### config.mk
export PLATFORM = sky130hd
export DESIGN_NAME = universal_shift_register_n
export DESIGN_NICKNAME = d
export VERILOG_FILES = /design/src/rtl/shift_reg_pkg.sv /design/src/rtl/usr_next_value.sv /design/src/rtl/universal_shift_register_n.sv
export SDC_FILE = /design/constraint.sdc
export NUM_CORES = 1
export LEC_CHECK = 0
export BUFFER_PORTS_ARGS = -buffer_cell sky130_fd_sc_hd__buf_2
export CAP_MARGIN = 0
export CORE_ASPECT_RATIO = 0.9
export CORE_MARGIN = 10
export CORE_UTILIZATION = 33
export DETAILED_ROUTE_END_ITERATION = 10
export PLACE_DENSITY = 0.51
export SYNTH_ARGS = -nofsm -noshare
export SYNTH_HDL_FRONTEND = slang
export SYNTH_HIERARCHICAL = 1
export SYNTH_SLANG_ARGS = --single-unit
### constraint.sdc
create_clock -name CLK -period 2.4 [get_ports CLK]
set_clock_uncertainty 0.1 [all_clocks]
set_input_delay 0.48 -clock CLK [delete_from_list [all_inputs] [get_ports CLK]]
set_output_delay 0.48 -clock CLK [all_outputs]
set_load 0.03 [all_outputs]
### src/rtl/shift_reg_pkg.sv
// rtl/shift_reg_pkg.sv - mode and FSM state types for the universal shift register
package shift_reg_pkg;

  // Manual operation select; encoding matches the 3-bit mode input.
  typedef enum logic [2:0] {
    HOLD = 3'b000,
    SHR  = 3'b001,
    SHL  = 3'b010,
    LOAD = 3'b011,
    ROR  = 3'b100,
    ROL  = 3'b101,
    ASR  = 3'b110,
    SHRN = 3'b111
  } mode_t;

  // Auto-serialise engine states.
  typedef enum logic {
    IDLE  = 1'b0,
    SHIFT = 1'b1
  } state_t;

endpackage

### src/rtl/usr_next_value.sv
// rtl/usr_next_value.sv - combinational next-value datapath for all eight manual modes
//
// Ports:
//   mode   : operation select
//   a      : current register contents
//   i_par  : parallel load data
//   msb_in : fill bit for shift right
//   lsb_in : fill bit for shift left
//   amt    : distance for the variable logical right shift
//   a_next : register value after the selected operation
module usr_next_value
  import shift_reg_pkg::*;
#(
  parameter int W  = 4,
  parameter int AW = $clog2(W)
) (
  input  mode_t          mode,
  input  logic [W-1:0]   a,
  input  logic [W-1:0]   i_par,
  input  logic           msb_in,
  input  logic           lsb_in,
  input  logic [AW-1:0]  amt,
  output logic [W-1:0]   a_next
);

  always_comb begin
    a_next = a;
    case (mode)
      HOLD: a_next = a;
      SHR:  a_next = {msb_in, a[W-1:1]};
      SHL:  a_next = {a[W-2:0], lsb_in};
      LOAD: a_next = i_par;
      ROR:  a_next = {a[0], a[W-1:1]};
      ROL:  a_next = {a[W-2:0], a[W-1]};
      ASR:  a_next = {a[W-1], a[W-1:1]};
      // A logical shift by amt >= W already yields zero, which covers the
      // out-of-range amounts reachable when W is not a power of two.
      SHRN: a_next = a >> amt;
      default: a_next = a;
    endcase
  end

endmodule

### src/rtl/universal_shift_register_n.sv
// rtl/universal_shift_register_n.sv - W-bit universal shift register with auto-serialise engine
//
// Ports:
//   CLK     : rising-edge clock
//   Clear_b : synchronous active-low reset, overrides en
//   en      : clock enable for register, FSM, counter and done
//   mode    : manual operation select, honoured only in IDLE without start
//   amt     : distance for mode SHRN
//   I_par   : parallel data for LOAD and for serialise
//   MSB_in  : fill bit at W-1 on right shifts and while serialising
//   LSB_in  : fill bit at 0 on left shifts
//   start   : request to serialise I_par LSB-first
//   A_par   : register contents
//   ser_out : A_par[0]
//   busy    : serialise FSM is in SHIFT
//   done    : one-cycle pulse after the last serial bit
module universal_shift_register_n
  import shift_reg_pkg::*;
#(
  parameter int W  = 4,
  parameter int AW = $clog2(W)
) (
  input  logic           CLK,
  input  logic           Clear_b,
  input  logic           en,
  input  logic [2:0]     mode,
  input  logic [AW-1:0]  amt,
  input  logic [W-1:0]   I_par,
  input  logic           MSB_in,
  input  logic           LSB_in,
  input  logic           start,
  output logic [W-1:0]   A_par,
  output logic           ser_out,
  output logic           busy,
  output logic           done
);

  localparam logic [AW:0] CNT_INIT = (AW+1)'(W - 1);

  state_t       state;
  logic [AW:0]  bit_cnt;
  logic [W-1:0] a_manual;

  usr_next_value #(
    .W  (W),
    .AW (AW)
  ) u_next (
    .mode   (mode_t'(mode)),
    .a      (A_par),
    .i_par  (I_par),
    .msb_in (MSB_in),
    .lsb_in (LSB_in),
    .amt    (amt),
    .a_next (a_manual)
  );

  assign ser_out = A_par[0];

  always_ff @(posedge CLK) begin
    if (!Clear_b) begin
      A_par   <= '0;
      state   <= IDLE;
      bit_cnt <= '0;
      busy    <= 1'b0;
      done    <= 1'b0;
    end else if (!en) begin
      // Everything freezes; done is forced low so a stalled pulse is not stretched.
      done <= 1'b0;
    end else begin
      case (state)
        IDLE: begin
          done <= 1'b0;
          if (start) begin
            A_par   <= I_par;
            bit_cnt <= CNT_INIT;
            state   <= SHIFT;
            busy    <= 1'b1;
          end else begin
            A_par <= a_manual;
          end
        end
        SHIFT: begin
          // The final shift happens on the same edge that leaves SHIFT, so the
          // register ends up fully refilled with MSB_in.
          A_par <= {MSB_in, A_par[W-1:1]};
          if (bit_cnt == '0) begin
            state <= IDLE;
            busy  <= 1'b0;
            done  <= 1'b1;
          end else begin
            bit_cnt <= bit_cnt - 1'b1;
          end
        end
        default: begin
          state <= IDLE;
          busy  <= 1'b0;
          done  <= 1'b0;
        end
      endcase
    end
  end

endmodule

==> results.txt <==
Status = finished, final reports clean
Clock Sinks = 10
Final layout net count = 142
IO Port Bufs = 21
Post_cts resized = 0
Post-synth net total = 123
Critical Path Sink Type = flip-flop
Tmin final = 2.00 ns
CP required = 2.45 ns
Slowest cell on the critical path = o32a_1
Drt pass-1 iters = 4
Layout Utilization = 0.397
Rows = 17
TritonCTS clock tree = done
# hold bufs at CTS = 0
Hold Path Class = flip-flop to flip-flop
Syn Inst Count = 106
Clk root buf = clkbuf_4
DR DRC count = 0
Register area share after synthesis = 0.226
Worst-Margin Slew = 0.500 ns
VDD IR-drop max = 0.000253 V
Worst rel slew slack = 0.666
Non-Filler Instances = 151
Htree depth = 1
Final Max Tran Viols = 0
Crit-path cells = buf_2, mux2i_1, a211oi_1, a31o_1, o32a_1, mux2_2, o2111ai_1, nand2_1
Primary FF master, synth = dfxtp_1
Tot GR Track Use = 0.0897
Final hold vios = 0
Final WS setup = 0.397 ns
RSZ-0062 raised after global routing = false
Maxcap violations = 0
Startpoint Class = input pin
Yosys reg bits = 10
# IOs = 22
Largest net degree at the start of global routing = 17
Period utilization = 0.834
GPL Wtd Cong = 0.855
Number of synthesized flops with an enable pin = 0
Initial Util = 0.352
Die Span X = 74.6 um
Mapped cell area = 885 um2
Worst path max stage delay = 0.32 ns
Layout cell share with drive strength beyond 1 = 0.268
Fin Setup TNS = 0 ns
# setup viols final = 0
Wire per inst = 14.9 um
Remaining global-route overflow = 0
Synthesized area per cell = 8.35 um2
Crit path arrival time = 2.05 ns
Clk slew on worst S/H paths = 0.06 ns
Power per Cell Area = 462 nW/um2
Die Span Y = 69.1 um
Core area = 2510 um2
Max Root-Sink Buffers = 2
1st-iter DRT viols = 30
First-pass GRT wire length = 3850 um
Detailed Route WL = 2260 um
DPL Wire Length = 1690 um
Worst skew pair latency = 0.26 ns
Async S/R FF share, synth = 0
Peak Freq = 0.499 GHz
Initial antenna violation count = 0
Yosys warns = 6
Vias in the first global route = 792
Crit path max fanout = 14
Dpl cells = 148
Vias = 831
Diodes inserted = 0
Final antenna-violating net count = 0
Total setup buffers inserted after CTS = 0
DIE AREA = 5150 um2
Pre-CTS WS = 0.137 ns
Crit Path Class = input pin to flip-flop
Library cells used by synthesis = 43
Lkg Pwr = 0.433 nW
Vias per Instance = 5.50
Num CTS Buffers = 3
Syn-to-layout area delta = 12.6%
## through the flow
step / cell area [um2] / power, W / hold slack (ns)
2_1_floorplan: 885 / 0.000312 / 0.367
4_1_cts: 996 / 0.000470 / 0.404
3_5_place_dp: 973 / 0.000354 / 0.388
5_1_grt: 996 / 0.000498 / 0.444
3_3_place_gp: 973 / 0.000353 / 0.383
6_report: 996 / 0.000461 / 0.399
## cell families (layout without fill, tap and decap cells)
group,count (synthesis),count (layout),share of synthesized area
compound gates,34,34,0.280
buf+inv,12,29,0.0835
simple gates,38,38,0.263
fa+ha+maj,2,2,0.0283
flops,10,10,0.226
mux,10,10,0.119
## cells in the final DEF, fill, tap and decap left out, types with 4 or more instances in the layout
cell type / Yosys / routed
a211oi_1: 4 / 4
a21oi_1: 7 / 7
buf_2: 2 / 21
dfxtp_1: 10 / 10
mux2_2: 4 / 4
mux2i_1: 6 / 6
nand2_1: 9 / 9
nand3b_1: 6 / 6
nor2_1: 4 / 4
o2111ai_1: 4 / 4
## registers in the layout, summed over array words and instances (netlist names)
register / count
busy: 1
A_par: 4
bit_cnt: 3
done: 1
state: 1
## worst max-delay path, delay by kind of cell
kind / cells / cell delay [ns]
compound gates: 4 / 0.77
buf+inv: 1 / 0.25
mux: 2 / 0.49
simple gates: 1 / 0.06
## path summary, 6_finish.rpt
| kind | start | end | slack [ns] | cells after the start |
|---|---|---|---|---|
| max reg2reg | A_par[1] | A_par[0] | 0.54 | 7 |
| min reg2reg | bit_cnt[1] | bit_cnt[1] | 0.40 | 1 |
| max | mode[1] | A_par[0] | 0.40 | 8 |
| min | bit_cnt[1] | bit_cnt[1] | 0.40 | 1 |
## cell type report
class | instances | area (um2)
Fill cell | 275 | 1510
Inverter | 4 | 15.0
Timing Repair Buffer | 22 | 113
Tap cell | 28 | 35.0
Sequential cell | 10 | 200
Multi-Input combinational cell | 84 | 611
Clock buffer | 3 | 22.5
## metal layers
metal	vias to the layer above	track usage	wire, um
li1	435	-	-
met1	374	0.126	1140
met2	22	0.127	987
met3	0	0.0300	126
met4	0	0.0188	0
met5	-	0	0
## where the power goes
group | leakage [nW] | total (W) | internal [W] | switching, W
clock network | 0.0138 | 0.000110 | 0.0000577 | 0.0000523
registers | 0.0822 | 0.000198 | 0.000179 | 0.0000196
logic | 0.337 | 0.000152 | 0.0000682 | 0.0000843
## cell usage after synthesis, types with 2 or more instances
cell type  instances  area, um2
a211oi_1           4       30.0
a21oi_1            7       35.0
buf_2              2       10.0
buf_4              4       30.0
dfxtp_1           10        200
ha_1               2       25.0
inv_1              3       11.3
mux2_2             4       45.0
mux2i_1            6       60.1
nand2_1            9       33.8
nand2b_1           3       18.8
nand3_1            2       10.0
nand3b_1           6       45.0
nand4b_1           2       17.5
nor2_1             4       15.0
nor2b_1            2       12.5
o2111ai_1          4       35.0
o211a_1            2       20.0
o21a_1             2       15.0
o21ai_0            3       15.0
or2b_1             3       22.5
(Power assumes the default switching activity.)
